`src/rtl/int_pair_reducer_pkg.sv`:
```
// Shared types and arithmetic helpers for the int pair reduction stage.
// The saturating helpers are only called when INT_PAIR_REDUCER_SATURATE_EN is defined.
`timescale 1ns/1ps
package int_pair_pkg;

    typedef struct packed {
        logic signed [31:0] arg1;
        logic signed [31:0] arg2;
        logic               last;
    } pair_t;

    typedef enum logic [1:0] {
        IDLE,
        ACCUM,
        EMIT
    } state_e;

    localparam logic signed [31:0] SAT_MAX = 32'sh7FFF_FFFF;
    localparam logic signed [31:0] SAT_MIN = 32'sh8000_0000;

    function automatic logic signed [31:0] pair_combine(input logic signed [31:0] a,
                                                        input logic signed [31:0] b);
        return a + b;
    endfunction

    // Signed overflow: operands agree in sign but the wrapped sum does not.
    function automatic logic add_ovf(input logic signed [31:0] a,
                                     input logic signed [31:0] b);
        logic signed [31:0] s;
        s = a + b;
        return (a[31] == b[31]) && (s[31] != a[31]);
    endfunction

    function automatic logic signed [31:0] sat_add(input logic signed [31:0] a,
                                                   input logic signed [31:0] b);
        if (add_ovf(a, b)) begin
            return a[31] ? SAT_MIN : SAT_MAX;
        end
        return a + b;
    endfunction

endpackage

```
`src/rtl/int_pair_reducer_skid.sv`:
```
// Two-entry skid buffer for pair_t beats; in_ready is registered so there is no
// combinational path from in_valid to in_ready.
`timescale 1ns/1ps
module int_pair_skid
    import int_pair_pkg::*;
(
    input  logic  clk,
    input  logic  rst,
    input  logic  in_valid,
    output logic  in_ready,
    input  pair_t in_data,
    output logic  out_valid,
    input  logic  out_ready,
    output pair_t out_data
);

    pair_t      mem_q [2];
    logic       rd_ptr_q;
    logic       wr_ptr_q;
    logic [1:0] count_q;
    logic [1:0] count_d;
    logic       push;
    logic       pop;

    assign push      = in_valid && in_ready;
    assign pop       = out_ready && (count_q != 2'd0);
    assign out_valid = (count_q != 2'd0);
    assign out_data  = mem_q[rd_ptr_q];

    always_comb begin
        count_d = count_q + {1'b0, push} - {1'b0, pop};
    end

    always_ff @(posedge clk) begin
        if (rst) begin
            count_q  <= 2'd0;
            rd_ptr_q <= 1'b0;
            wr_ptr_q <= 1'b0;
            in_ready <= 1'b0;
        end else begin
            count_q <= count_d;
            if (push) begin
                wr_ptr_q <= ~wr_ptr_q;
            end
            if (pop) begin
                rd_ptr_q <= ~rd_ptr_q;
            end
            // Accept again next cycle only while a free slot is guaranteed.
            in_ready <= (count_d <= 2'd1);
        end
    end

    always_ff @(posedge clk) begin
        if (push) begin
            mem_q[wr_ptr_q] <= in_data;
        end
    end

endmodule

```
`src/rtl/int_pair_reducer.sv`:
```
// Streaming pair reducer: sums arg1+arg2 over a frame and emits {sum, count, trunc}.
// Define INT_PAIR_REDUCER_SATURATE_EN for saturating arithmetic and the out_sat flag.
`timescale 1ns/1ps
module int_pair_reducer
    import int_pair_pkg::*;
#(
    parameter  int unsigned MAX_BEATS = 255,
    localparam int unsigned CNT_W     = $clog2(MAX_BEATS + 1)
) (
    input  logic               clk,
    input  logic               rst,
    input  logic               in_valid,
    output logic               in_ready,
    input  logic signed [31:0] in_arg1,
    input  logic signed [31:0] in_arg2,
    input  logic               in_last,
    output logic               out_valid,
    input  logic               out_ready,
    output logic signed [31:0] out_sum,
    output logic [CNT_W-1:0]   out_count,
    output logic               out_trunc,
`ifdef INT_PAIR_REDUCER_SATURATE_EN
    output logic               out_sat,
`endif
    output logic               busy
);

    pair_t              in_pair;
    pair_t              head;
    logic               skid_valid;
    logic               pop;
    state_e             state;
    logic signed [31:0] acc_q;
    logic [CNT_W-1:0]   cnt_q;
    logic signed [31:0] y;
    logic signed [31:0] base;
    logic signed [31:0] acc_new;
    logic [CNT_W-1:0]   cnt_new;
    logic               hit_max;
    logic               close;
    logic               trunc_new;
`ifdef INT_PAIR_REDUCER_SATURATE_EN
    logic               sat_q;
    logic               sat_new;
`endif

    assign in_pair = '{arg1: in_arg1, arg2: in_arg2, last: in_last};

    int_pair_skid u_skid (
        .clk       (clk),
        .rst       (rst),
        .in_valid  (in_valid),
        .in_ready  (in_ready),
        .in_data   (in_pair),
        .out_valid (skid_valid),
        .out_ready (pop),
        .out_data  (head)
    );

    // EMIT holds off pops; the skid keeps filling until it is full.
    assign pop  = skid_valid && (state != EMIT);
    assign busy = (state != IDLE) || skid_valid;

    always_comb begin
        base    = (state == IDLE) ? 32'sd0 : acc_q;
`ifdef INT_PAIR_REDUCER_SATURATE_EN
        y       = sat_add(head.arg1, head.arg2);
        acc_new = sat_add(base, y);
        sat_new = ((state == IDLE) ? 1'b0 : sat_q)
                  | add_ovf(head.arg1, head.arg2)
                  | add_ovf(base, y);
`else
        y       = pair_combine(head.arg1, head.arg2);
        acc_new = pair_combine(base, y);
`endif
        cnt_new   = (state == IDLE) ? CNT_W'(1) : cnt_q + CNT_W'(1);
        hit_max   = (cnt_new == CNT_W'(MAX_BEATS));
        close     = head.last || hit_max;
        trunc_new = hit_max && !head.last;
    end

    always_ff @(posedge clk) begin
        if (rst) begin
            state     <= IDLE;
            acc_q     <= 32'sd0;
            cnt_q     <= '0;
            out_valid <= 1'b0;
            out_sum   <= 32'sd0;
            out_count <= '0;
            out_trunc <= 1'b0;
`ifdef INT_PAIR_REDUCER_SATURATE_EN
            sat_q     <= 1'b0;
            out_sat   <= 1'b0;
`endif
        end else begin
            case (state)
                IDLE, ACCUM: begin
                    if (pop) begin
                        acc_q <= acc_new;
                        cnt_q <= cnt_new;
`ifdef INT_PAIR_REDUCER_SATURATE_EN
                        sat_q <= sat_new;
`endif
                        if (close) begin
                            state     <= EMIT;
                            out_valid <= 1'b1;
                            out_sum   <= acc_new;
                            out_count <= cnt_new;
                            out_trunc <= trunc_new;
`ifdef INT_PAIR_REDUCER_SATURATE_EN
                            out_sat   <= sat_new;
`endif
                        end else begin
                            state <= ACCUM;
                        end
                    end
                end
                EMIT: begin
                    if (out_ready) begin
                        state     <= IDLE;
                        out_valid <= 1'b0;
                    end
                end
                default: begin
                    state     <= IDLE;
                    out_valid <= 1'b0;
                end
            endcase
        end
    end

endmodule

```
`config.mk`:
```
export PLATFORM = sky130hd
export DESIGN_NAME = int_pair_reducer
export DESIGN_NICKNAME = d
export VERILOG_FILES = /design/src/rtl/int_pair_reducer_pkg.sv /design/src/rtl/int_pair_reducer_skid.sv /design/src/rtl/int_pair_reducer.sv
export SDC_FILE = /design/constraint.sdc
export NUM_CORES = 1
export LEC_CHECK = 0
export CAP_MARGIN = 20
export CORE_MARGIN = 1
export CORE_UTILIZATION = 30
export DETAILED_ROUTE_END_ITERATION = 8
export MAX_ROUTING_LAYER = met4
export PLACE_DENSITY = 0.47
export SKIP_CTS_REPAIR_TIMING = 1
export SLEW_MARGIN = 20
export SYNTH_ARGS = -nofsm -noshare
export SYNTH_HDL_FRONTEND = slang
export SYNTH_SLANG_ARGS = --single-unit
```
`constraint.sdc`:
```
create_clock -name clk -period 7.4 [get_ports clk]
set_input_delay 1.11 -clock clk [delete_from_list [all_inputs] [get_ports clk]]
set_output_delay 1.11 -clock clk [all_outputs]
set_load 0.02 [all_outputs]
```
==> summary.txt, run 1 <==
Cells and area
  – Most frequent cells in the layout: 162 x nand2_1, 130 x edfxtp_1, 111 x clkdlybuf4s50_1
  – Fillers: between 3000 and 4000
  – Most common cell after layout, fill and taps aside: nand2_1
  – Area delta synth->final: 23.3%
  – ANT cells: 0
  – Layout cells sized above 1: between 6 and 7%
  – Nets: roughly 1200
  – Design area: between 10000 and 15000 µm²

Logic synthesis
  – Largest family of logic cells by synthesized area: simple AND/OR/NAND/NOR gates
  – Main flop type after synthesis: edfxtp_1
  – Synth area leaders: edfxtp_1 38%, dfxtp_1 17%, fa_1 6.2%, mux2i_1 5.9%, nand2_1 5.9%
  – Synth Warn #: 0
  – Synthesized area: 10400 µm²
  – Yosys reg bits: between 200 and 250
  – Post-synthesis instance total: between 900 and 1000
  – Net Count, Synth: ~1100
  – Adder-cell share of the synthesized area: roughly 10%
  – Asr flop ratio synth: 0%
  – Post-Synth Simple-Gate Area: around an eighth
  – Avg Inst Size Synth: 11.0 µm²
  – Mux contribution to synthesized area: just over 6%
  – Compound-Gate Fraction of Synth Area: approximately a tenth
  – Synth Area in XOR/XNOR: about 3.3%
  – Yosys top cell by area: edfxtp_1
  – Top cell type's share of synthesized area: 37.6%
  – Post-synthesis sequential area ratio: 54.9%
  – Number of library cell types mapped by synthesis: between 50 and 60
  – Number of synthesized flops with an enable pin: 130

Critical path
  – WP data required: slightly below 8000 ps
  – CP Max Fanout: 24
  – Most numerous cell on the critical path: a21oi_1
  – Slowest-stage cell, CP: or2_2
  – Max incr delay on CP: 550 ps
  – Critical path class: flip-flop to flip-flop
  – Critical Path AT: 4950 ps
  – Crit path launch type: flip-flop
  – Crit end category: flip-flop
  – Crit path cell chain: or2_2, nand2_1, fa_1, inv_1, ha_1, fa_1, a21oi_1, o21ai_0, a21oi_1, o31ai_1, a31oi_2, o221ai_1, a21oi_1, xnor2_1, a211oi_1

GRT
  – Initial antenna violation count: 0
  – Vias in the first global route: 7072
  – First-pass GRT wire length: around 38000 µm
  – Grt total ovfl: 0
  – Largest net degree at the start of global routing: between 60 and 70
  – Gr usage total: about 14%

Placement
  – Cell Area, Placed: between 10000 and 15000 µm²
  – RePlAce Congestion: ~0.81
  – Final HPWL DP: 16000 µm
  – IO buf count: between 100 and 150

Route
  – DRC errors left: 0
  – Via count: 6940
  – Vias/cell: ~4.6
  – Routed Antenna Nets: 0
  – Routed wire per std cell: approximately 16 µm
  – Routed WL: 23600 µm
  – Iter 0 DRT Violations: ~240
  – First-pass detailed-route iteration total: 4

Die
  – Row count: 67
  – Die area: approximately 35000 µm²
  – Die W: roughly 190 µm
  – Core area: between 30000 and 40000 µm²
  – I/O Pins: approximately 110
  – Initial Utilization: a little over 30%
  – Die height: ~190 µm

Clocking
  – H-tree depth: 1
  – Root Driver: clkbuf_16
  – # clock sinks: 220
  – Clock tree buffer depth: 3
  – Worst-Skew Late Latency: around 510 ps
  – Num CTS Buffers: 25
  – Clock Pin Slew Worst Setup and Hold Paths: 60 ps
  – CTS tree: built

Timing
  – Final TNS setup: 0 ps
  – Skew final: between 10 and 15 ps
  – Slew Limit Fails: 0
  – Worst Max-Slew Pin Slew: between 1000 and 1500 ps
  – Final Critical Period: between 4000 and 5000 ps
  – RSZ-0062 raised after global routing: no
  – Final cycle utilization of the critical path: between 60% and 70%
  – Fmax: 221 MHz
  – Final hold viol count: 0
  – Endpoints failing setup: 0
  – Slew margin rel.: 32.8%

Pwr
  – Pleak: approximately 0.0047 µW
  – Worst vdd ir: about 0.22 mV
  – Cell Pwr Density: 425 nW/µm²

Job
  – Max-cap violations: 0

Outcome
  – Outcome: finished clean

Min path
  – Min-Delay Path Class: flip-flop to flip-flop
## cells by family (layout without fill, tap and decap cells)
| logic type | Yosys count | count (layout) |
|---|---|---|
| compound gates | 166 | 166 |
| fa+ha+maj | 65 | 65 |
| buf+inv | 110 | 232 |
| flops | 220 | 220 |
| mux | 63 | 63 |
| xor+xnor | 39 | 39 |
| simple gates | 281 | 281 |
## area by class of cell
class / instances / area, µm² / area share [%]
repair buffers: 119 / 1170 / 9.14
well taps: 448 / 561 / 4.38
inverters: 68 / 255 / 1.99
clock inverters: 11 / 110 / 0.859
flip-flops and latches: 220 / 5710 / 44.6
multi-input cells: 614 / 4270 / 33.4
clock buffers: 34 / 732 / 5.71
## sequential cells by signal, summed over array words and instances, names as in the netlist, named ones only
register,flops
u_skid.mem_q,130
acc_q,32
out_sum,32
cnt_q,8
out_count,8
state,2
u_skid.count_q,2
out_trunc,1
out_valid,1
u_skid.in_ready,1
u_skid.rd_ptr_q,1
u_skid.wr_ptr_q,1
## cells in the mapped netlist (5+ instances only)
| cell | n |
|---|---|
| a211oi_1 | 12 |
| a21o_1 | 11 |
| a21oi_1 | 90 |
| and3_1 | 5 |
| buf_1 | 5 |
| buf_2 | 6 |
| clkbuf_1 | 29 |
| dfxtp_1 | 90 |
| edfxtp_1 | 130 |
| fa_1 | 32 |
| ha_1 | 33 |
| inv_1 | 68 |
| mux2i_1 | 61 |
| nand2_1 | 162 |
| nand3_1 | 14 |
| nand4_1 | 6 |
| nor2_1 | 56 |
| nor2b_1 | 7 |
| nor3_1 | 5 |
| o21ai_0 | 17 |
| o21bai_1 | 5 |
| xnor2_1 | 21 |
| xor2_1 | 18 |
## critical path: cells and delay by family, from the launching register on
| kind | cells | cell delay, ps |
|---|---|---|
| simple gates | 2 | 710 |
| flops | 1 | 490 |
| xor+xnor | 1 | 100 |
| buf+inv | 1 | 40 |
| compound gates | 8 | 1880 |
| fa+ha+maj | 3 | 1190 |
## through the flow
stage	util [%]	setup WS, ps	std cells	hold WS [ps]	power (µW)
4_1_cts	37.9	2800	1514	453	5540
5_1_grt	37.9	2420	1514	470	5880
3_3_place_gp	35.4	2910	1469	440	4270
2_1_floorplan	-	2980	944	432	3480
3_5_place_dp	35.4	2830	1469	446	4260
6_report	37.9	2870	1514	451	5440
## metal layers
layer  wire length [µm]  global-route usage (%)  up-vias  part of all wire [%]
met3               1180                    2.32       23                   5.0
met1              11100                    18.2     3322                    47
met2              11000                    22.7      123                    47
met5                  0                       -        -                     0
li1                   -                       -     3472                     -
met4                294                    2.81        0                   1.2
## path summary, 6_finish.rpt
check,from,end,slack [ps],cells past startpoint
setup reg to reg,state[1]$_SDFFE_PP0P_,out_sum[31]$_SDFFE_PP0P_,2870,15
setup / recovery,state[1]$_SDFFE_PP0P_,out_sum[31]$_SDFFE_PP0P_,2870,15
hold / removal,out_count[4]$_SDFFE_PP0P_,out_count[4]$_SDFFE_PP0P_,450,2
hold reg to reg,out_count[4]$_SDFFE_PP0P_,out_count[4]$_SDFFE_PP0P_,450,2
## power breakdown
| part | total (µW) | switching [µW] | internal [µW] | leakage, µW |
|---|---|---|---|---|
| combinational | 2500 | 1520 | 984 | 0.00241 |
| sequential | 1690 | 149 | 1540 | 0.00192 |
| clock | 1250 | 488 | 760 | 0.000407 |
| total | 5440 | 2150 | 3290 | 0.00474 |
No activity file was read; power rests on OpenSTA's default activity.
==> inputs of run 2 (changes only) <==
- PLACE_DENSITY: 0.47 -> 0.48
- clock period: 7.4 -> 3.7 ns (I/O delays scaled with it)
==> summary.txt, run 2 (synthesized netlist as in run 1, its figures left out) <==
GRT
  – Vias in the first global route: just over 7000
  – Grt total ovfl: 0
  – First-pass GRT wire length: 38900 µm
  – Largest net degree at the start of global routing: 97
  – Initial antenna violation count: 0
  – Gr usage total: between 10 and 15%

Pwr
  – Cell Pwr Density: around 900 nW/µm²
  – Pwr Total: about 13000 µW
  – Pleak: ~0.0052 µW
  – Worst vdd ir: about 0.38 mV

Route
  – Routed WL: between 20000 and 30000 µm
  – Routed wire per std cell: 15.8 µm
  – First-pass detailed-route iteration total: 4
  – Via count: 7191
  – DRC errors left: 0
  – Vias/cell: roughly 4.5
  – Iter 0 DRT Violations: 467
  – Routed Antenna Nets: 0

Cells and area
  – Most flop-heavy register: u_skid.mem_q
  – Final core utilization: 41.5%
  – Top flop regs: u_skid.mem_q x130, acc_q x32, out_sum x32
  – Area delta synth->final: 35.0%
  – ANT cells: 0
  – Layout cells sized above 1: ~18%
  – Most common cell after layout, fill and taps aside: nand2_1
  – Max reg flops: between 100 and 150
  – Nets: 1260
  – Most frequent cells in the layout: 158 x nand2_1, 130 x edfxtp_1, 111 x clkdlybuf4s50_1

Die
  – Die height: 188 µm
  – Core area: 33800 µm²
  – Initial Utilization: a little under a third
  – I/O Pins: between 100 and 150
  – Die area: 35400 µm²
  – Row count: 67
  – Die W: approximately 190 µm

Clocking
  – Num CTS Buffers: 25
  – # clock sinks: 220
  – Clock Pin Slew Worst Setup and Hold Paths: around 60 ps
  – Clock tree buffer depth: 3
  – CTS tree: built
  – Root Driver: clkbuf_16
  – H-tree depth: 1
  – Worst-Skew Late Latency: approximately 520 ps

Critical path
  – Critical Path AT: around 4200 ps
  – WP data required: 4150 ps
  – Slowest-stage cell, CP: fa_1
  – Critical path class: flip-flop to flip-flop
  – Crit path launch type: flip-flop
  – Max incr delay on CP: 530 ps
  – Crit end category: flip-flop
  – Crit path cell chain: clkbuf_16, mux2i_2, fa_1, inv_2, ha_4, nand2_1, buf_4, nor3b_4, o21ai_2, buf_4, a2111o_1, o211ai_1, a21oi_2, o221a_2, or4_1, nand3_1
  – CP Max Fanout: 7
  – Most numerous cell on the critical path: buf_4

Placement
  – Final HPWL DP: about 17000 µm
  – RePlAce Congestion: 0.777
  – IO buf count: between 100 and 150

Outcome
  – Outcome: finished with violations
  – Failing checks: setup timing

Timing
  – RSZ-0062 raised after global routing: yes
  – Slew Limit Fails: 0
  – Hold_ws: ~450 ps
  – Slew margin rel.: ~27%
  – Final worst slack: -0.393 ps
  – Final Critical Period: between 3000 and 4000 ps
  – Worst Max-Slew Pin Slew: around 1100 ps
  – Final hold viol count: 0
  – Final cycle utilization of the critical path: 100%
  – Fmax: 270 MHz
  – Endpoints failing setup: 1
  – Skew final: roughly 14 ps

Job
  – Max-cap violations: 0

Min path
  – Min-Delay Path Class: flip-flop to flip-flop
==> run 2: final cells by class <==
| class | instances | area, µm² |
|---|---|---|
| timing repair buffer | 197 | 1910 |
| sequential | 220 | 5710 |
| clock inverter | 11 | 153 |
| inverter | 68 | 255 |
| tap | 448 | 561 |
| multi-input combinational | 614 | 4750 |
| fill | 3224 | 19800 |
| clock buffer | 33 | 686 |
==> run 2: power breakdown <==
part | total, µW | switching, µW | internal (µW)
Combinational | 6720 | 3650 | 3060
Clock | 2530 | 959 | 1570
Sequential | 3320 | 237 | 3080
==> run 2: path summary, 6_finish.rpt <==
check	startpoint	endpoint	slack, ps	depth (start not counted)
worst min register to register	out_sum[13]$_SDFFE_PP0P_	out_sum[13]$_SDFFE_PP0P_	450	2
worst max-delay path	flip-flop	acc_q[30]$_SDFFE_PP0P_	-0.4	16
worst max register to register	flip-flop	acc_q[30]$_SDFFE_PP0P_	-0.4	16
worst min-delay path	out_sum[13]$_SDFFE_PP0P_	out_sum[13]$_SDFFE_PP0P_	450	2
==> run 2: through the flow <==
stage               instance area, µm²  TNS (ps)  setup slack [ps]  instances
global placement                 12500     -2000              -170       1531
detailed placement               12500     -2560              -279       1531
CTS                              13300     -3430              -325       1575
global route                     14000     -1110              -154       1591
floorplan                        10400         0              15.6        944
finish                           14000    -0.393            -0.393       1591
==> run 2: worst max-delay path: cells and delay by family (launching register included) <==
kind | cells | cell delay, ps
flops | 1 | 390
buf+inv | 4 | 520
fa+ha+maj | 2 | 810
simple gates | 4 | 780
mux | 1 | 150
compound gates | 5 | 980
==> run 2: layer usage <==
layer	vias up	wire (µm)	global-route usage, %
li1	3625	-	-
met1	3426	12100	19.1
met2	113	11600	22.5
met3	27	924	2.36
met4	0	467	3.22
met5	-	0	-
